--- src/rtl/exec_sequencer.sv ---
// Execution controller for the i281 core: run/halt/single-step control, cycle counting and program loading.
// Optional breakpoint support is compiled in when EXEC_SEQ_BREAKPOINT_EN is defined.
module exec_sequencer #(
  parameter int unsigned PC_WIDTH    = 6,
  parameter int unsigned INSTR_WIDTH = 16,
  parameter int unsigned CNT_WIDTH   = 16
) (
  input  logic                   clock,
  input  logic                   reset,
  input  logic                   run_req,
  input  logic                   step_req,
  input  logic                   halt_req,
  input  logic                   load_start,
  input  logic                   load_valid,
  input  logic [INSTR_WIDTH-1:0] load_data,
  input  logic                   load_last,
  output logic                   load_ready,
  input  logic [PC_WIDTH-1:0]    current_pc,
`ifdef EXEC_SEQ_BREAKPOINT_EN
  input  logic [PC_WIDTH-1:0]    bp_addr,
  input  logic                   bp_valid,
  output logic                   bp_hit,
`endif
  output logic                   cpu_en,
  output logic                   cpu_clr,
  output logic                   code_we,
  output logic [PC_WIDTH-1:0]    code_addr,
  output logic [INSTR_WIDTH-1:0] code_wdata,
  output logic [1:0]             state_o,
  output logic [CNT_WIDTH-1:0]   cycle_count
);

  typedef enum logic [1:0] {
    ST_HALT = 2'd0,
    ST_RUN  = 2'd1,
    ST_STEP = 2'd2,
    ST_LOAD = 2'd3
  } state_e;

  localparam logic [PC_WIDTH-1:0]  PC_LAST = '1;
  localparam logic [CNT_WIDTH-1:0] CNT_MAX = '1;

  state_e                 state_q, state_d;
  logic [PC_WIDTH-1:0]    load_cnt_q, load_cnt_d;
  logic [CNT_WIDTH-1:0]   cycle_cnt_q, cycle_cnt_d;
  logic                   code_we_q, code_we_d;
  logic [PC_WIDTH-1:0]    code_addr_q, code_addr_d;
  logic [INSTR_WIDTH-1:0] code_wdata_q, code_wdata_d;
  logic                   cpu_clr_q, cpu_clr_d;
  logic                   bp_stop_c;

`ifdef EXEC_SEQ_BREAKPOINT_EN
  logic run_first_q, run_first_d;
  logic bp_hit_q, bp_hit_d;

  // Breakpoint stops RUN except in the first cycle after entry, so a resume can step off it.
  assign bp_stop_c = (state_q == ST_RUN) && bp_valid && (current_pc == bp_addr) && !run_first_q;
  assign bp_hit    = bp_hit_q;

  always_comb begin
    run_first_d = (state_d == ST_RUN) && (state_q != ST_RUN);
    bp_hit_d    = bp_hit_q;
    if (run_req || step_req || load_start) bp_hit_d = 1'b0;
    if (bp_stop_c) bp_hit_d = 1'b1;
  end
`else
  logic unused_pc_c;
  assign unused_pc_c = ^current_pc;
  assign bp_stop_c   = 1'b0;
`endif

  assign cpu_en      = ((state_q == ST_RUN) && !bp_stop_c) || (state_q == ST_STEP);
  assign load_ready  = (state_q == ST_LOAD);
  assign state_o     = state_q;
  assign cycle_count = cycle_cnt_q;
  assign code_we     = code_we_q;
  assign code_addr   = code_addr_q;
  assign code_wdata  = code_wdata_q;
  assign cpu_clr     = cpu_clr_q;

  // Next-state and registered-output decode.
  always_comb begin
    state_d      = state_q;
    load_cnt_d   = load_cnt_q;
    cycle_cnt_d  = cycle_cnt_q;
    code_we_d    = 1'b0;
    code_addr_d  = code_addr_q;
    code_wdata_d = code_wdata_q;
    cpu_clr_d    = 1'b0;

    if (cpu_en && (cycle_cnt_q != CNT_MAX)) cycle_cnt_d = cycle_cnt_q + CNT_WIDTH'(1);

    case (state_q)
      ST_HALT: begin
        if (load_start) begin
          state_d     = ST_LOAD;
          load_cnt_d  = '0;
          cycle_cnt_d = '0;
        end else if (step_req) begin
          state_d = ST_STEP;
        end else if (run_req) begin
          state_d = ST_RUN;
        end
      end
      ST_RUN: begin
        if (bp_stop_c || halt_req) state_d = ST_HALT;
      end
      ST_STEP: state_d = ST_HALT;
      ST_LOAD: begin
        if (load_valid) begin
          code_we_d    = 1'b1;
          code_addr_d  = load_cnt_q;
          code_wdata_d = load_data;
          load_cnt_d   = load_cnt_q + PC_WIDTH'(1);
          // Last word flagged, or top of code memory reached: leave without wrapping.
          if (load_last || (load_cnt_q == PC_LAST)) begin
            state_d   = ST_HALT;
            cpu_clr_d = 1'b1;
          end
        end
      end
      default: state_d = ST_HALT;
    endcase
  end

  always_ff @(posedge clock) begin
    if (reset) begin
      state_q      <= ST_HALT;
      load_cnt_q   <= '0;
      cycle_cnt_q  <= '0;
      code_we_q    <= 1'b0;
      code_addr_q  <= '0;
      code_wdata_q <= '0;
      cpu_clr_q    <= 1'b0;
`ifdef EXEC_SEQ_BREAKPOINT_EN
      run_first_q  <= 1'b0;
      bp_hit_q     <= 1'b0;
`endif
    end else begin
      state_q      <= state_d;
      load_cnt_q   <= load_cnt_d;
      cycle_cnt_q  <= cycle_cnt_d;
      code_we_q    <= code_we_d;
      code_addr_q  <= code_addr_d;
      code_wdata_q <= code_wdata_d;
      cpu_clr_q    <= cpu_clr_d;
`ifdef EXEC_SEQ_BREAKPOINT_EN
      run_first_q  <= run_first_d;
      bp_hit_q     <= bp_hit_d;
`endif
    end
  end

endmodule

--- config.mk ---
export PLATFORM = sky130hd
export DESIGN_NAME = exec_sequencer
export DESIGN_NICKNAME = d
export VERILOG_FILES = /design/src/rtl/exec_sequencer.sv
export SDC_FILE = /design/constraint.sdc
export NUM_CORES = 1
export LEC_CHECK = 0
export CORE_ASPECT_RATIO = 1.5
export CORE_UTILIZATION = 45
export CTS_CLUSTER_SIZE = 14
export DETAILED_ROUTE_END_ITERATION = 12
export PLACE_DENSITY = 0.8
export SETUP_SLACK_MARGIN = 0.4
export SYNTH_ARGS = -nofsm -noshare
export SYNTH_HDL_FRONTEND = slang
export SYNTH_SLANG_ARGS = --single-unit
--- constraint.sdc ---
create_clock -name clock -period 2.3 [get_ports clock]
set_clock_uncertainty 0.2 [all_clocks]
set_input_delay 0.575 -clock clock [delete_from_list [all_inputs] [get_ports clock]]
set_output_delay 0.575 -clock clock [all_outputs]
set_load 0.05 [all_outputs]
==> results.sh <==
export IMPL_path_cells="inv_4, ha_4, buf_12"
export IMPL_root_buffer="clkbuf_8"
export IMPL_setup_violations=0
export IMPL_multi_input_area_um2=1180
export IMPL_syn_num_nets=298
export IMPL_arrival_ns=1.18
export IMPL_dr_pass1_iters=4
export IMPL_fin_crit_ns=1.95
export IMPL_cts_buffers=5
export IMPL_synth_edf_count=0
export IMPL_drtIter0Drc=81
export IMPL_rsz0062_at_grt="true"
export IMPL_die_h_um=86.4
export IMPL_startpoint="state_o[0]$_SDFFE_PP0P_"
export IMPL_setup_slack_ns=0.345
export IMPL_synth_top_area_share_pct=45.0
export IMPL_cts_sinks=48
export IMPL_cts_tree="built"
export IMPL_synth_commonest_cells="nand2_1 (57), dfxtp_1 (48), a21oi_1 (38)"
export IMPL_n_antenna_cell=0
export IMPL_clkLatencyLatePin_ns=0.30
export IMPL_die_area_um2=5030
export IMPL_die_width_um=58.3
export IMPL_slowest_delay_ns=0.40
export IMPL_worstHoldStart="code_wdata[5]$_SDFFE_PP0P_"
export IMPL_io_pins=74
export IMPL_syn_inst=262
export IMPL_vdd_drop_max_mv=0.465
export IMPL_postRouteAntennaNets=0
export IMPL_via_count=2171
export IMPL_ys_seq_area_share_pct=45.0
export IMPL_synth_seq_cells=48
export IMPL_cap_violations=0
export IMPL_ys_types=40
export IMPL_routabilityCongestion=0.804
export IMPL_tns_ns=0
export IMPL_cp_required_ns=1.52
export IMPL_syn2layout_area_growth_pct=48.4
export IMPL_ys_flop_type="dfxtp_1"
export IMPL_post_place_ws_ns=-0.0733
export IMPL_path_delay_family="flip-flops"
export IMPL_wl_um=5510
export IMPL_ff_latch_area_um2=980
export IMPL_grt_pass1_wl_um=8650
export IMPL_clk_pin_slew_ns=0.09
export IMPL_tightest_slew_ns=0.431
export IMPL_avgSynthCellArea_um2=8.15
export IMPL_yosysTopAreaCell="dfxtp_1"
export IMPL_grt_usage_pct=21.9
export IMPL_total_leakage_power_nw=1.17
export IMPL_gr_total_overflow=0
export IMPL_floorplan_initialDensity_pct=47.0
export IMPL_drive_gt1_share_pct=30.8
export IMPL_hold_violations=0
export IMPL_drc_errors=0
export IMPL_grt_max_degree=26
export IMPL_path_class="flop to output pin"
export IMPL_fill_cells=359
export IMPL_routedWlPerCell_um=13.5
export IMPL_critPathCaptureType="output pin"
export IMPL_regToRegStartpoint="state_o[1]$_SDFFE_PP0P_"
export IMPL_clk_path_buf_depth=2
export IMPL_period_share_pct=85.0
export IMPL_power_density_nw_per_um2=660
export IMPL_ys_warn_count=0
export IMPL_hold_ws_ns=0.256
export IMPL_path_buf_inv=2
export IMPL_status="complete, no violations"
export IMPL_numPortBuffers=67
export IMPL_cts_hold_buffers=0
export IMPL_async_flop_share_pct=0
export IMPL_slew_headroom_pct=70.7
export IMPL_dpl_hpwl_um=3800
export IMPL_syn_area_um2=2140
export IMPL_routed_via_density=5.32
export IMPL_grt_pass1_vias=1936
export IMPL_crit_slowest_cell="dfxtp_4"
export IMPL_hp_class="flop to flop"
export IMPL_slew_viol_final=0
export IMPL_antenna_found_initial=0
export IMPL_finalPower_mw=2.09
export IMPL_max_freq_ghz=0.512
export IMPL_synth_area_top_cells="dfxtp_1 (45%), nand2_1 (10%), a21oi_1 (8.9%)"
export IMPL_nets=379
export IMPL_utilization_pct=69.8
export IMPL_synth_most_common_cell="nand2_1"
export IMPL_rows=30
export IMPL_coreArea_um2=4540
export IMPL_crit_fanout=5
export IMPL_htree_num_levels=2
export IMPL_critPathLaunchType="flop"
-- final cells by class --
type / instances / share of cell area, %
tap: 64 / 2.53
timing repair buffer: 86 / 25.0
multi-input combinational: 194 / 37.3
sequential: 48 / 30.9
clock inverter: 1 / 0.158
clock buffer: 7 / 3.08
inverter: 8 / 1.10
-- per-layer routing --
metal	share of wire (%)	wire length (um)	up-vias	track usage [%]
li1	-	-	1083	-
met1	39	2170	1008	23.6
met2	53	2940	68	39.7
met3	5.0	275	12	4.78
met4	2.3	125	0	10.2
met5	0	0	-	0
-- logic make-up (layout without fill, tap and decap cells) --
group	Yosys count	after routing	share of synthesized area [%]
AND/OR/NAND/NOR	116	116	27.7
AO/OA/AOI/OAI	67	67	17.6
flip-flops	48	48	45.0
buffers and inverters	20	102	4.10
adder cells (fa/ha/maj)	6	6	3.51
XOR/XNOR	4	4	1.64
multiplexers	1	1	0.469
-- sequential cells by signal (all words and copies together), names as in the netlist --
name         cells
cpu_clr          1
code_addr        6
cycle_count     16
code_wdata      16
load_cnt_q       6
code_we          1
state_o          2
-- path summary, 6_finish.rpt --
check                                     to  slack, ns  cells after the start
hold reg to reg   code_wdata[5]$_SDFFE_PP0P_       0.26                      2
hold / removal    code_wdata[5]$_SDFFE_PP0P_       0.26                      2
setup reg to reg     state_o[0]$_SDFFE_PP0P_       0.38                      6
setup / recovery                      cpu_en       0.35                      3
-- metrics by stage --
| stage | std cells | area (um^2) |
|---|---|---|
| floorplan | 262 | 2210 |
| global placement | 392 | 2940 |
| detailed placement | 392 | 2940 |
| CTS | 403 | 3100 |
| global route | 408 | 3170 |
| finish | 408 | 3170 |
-- tightest hold or removal path: stages (launching register included) --
cell and delay (ns):
dfxtp_1 0.32, nand2_1 0.05, a21oi_1 0.05
-- cell usage in the layout, fill, tap and decap left out, drive strengths merged, types with 3 or more instances in the layout --
master,instances
nor2,10
o31ai,4
xnor2,4
ha,6
buf,37
nand4,6
or3,8
inv,8
or4,7
dlygate4sd2,5
nand3,9
o21ai,15
and4,4
clkdlybuf4s15,23
dfxtp,48
clkdlybuf4s50,18
a21oi,38
nand2,57
and3,4
clkbuf,10
and2,3
-- power by group --
group	internal (mW)	switching, mW
Clock	0.279	0.275
Sequential	0.866	0.0344
Combinational	0.281	0.355
-- timing repair --
item	4_1_cts	5_1_grt
setup buffers	3	5
endpoints found under the setup margin	39	17
gates resized for setup	85	17
pin swaps	4	6
(Power assumes the default switching activity.)
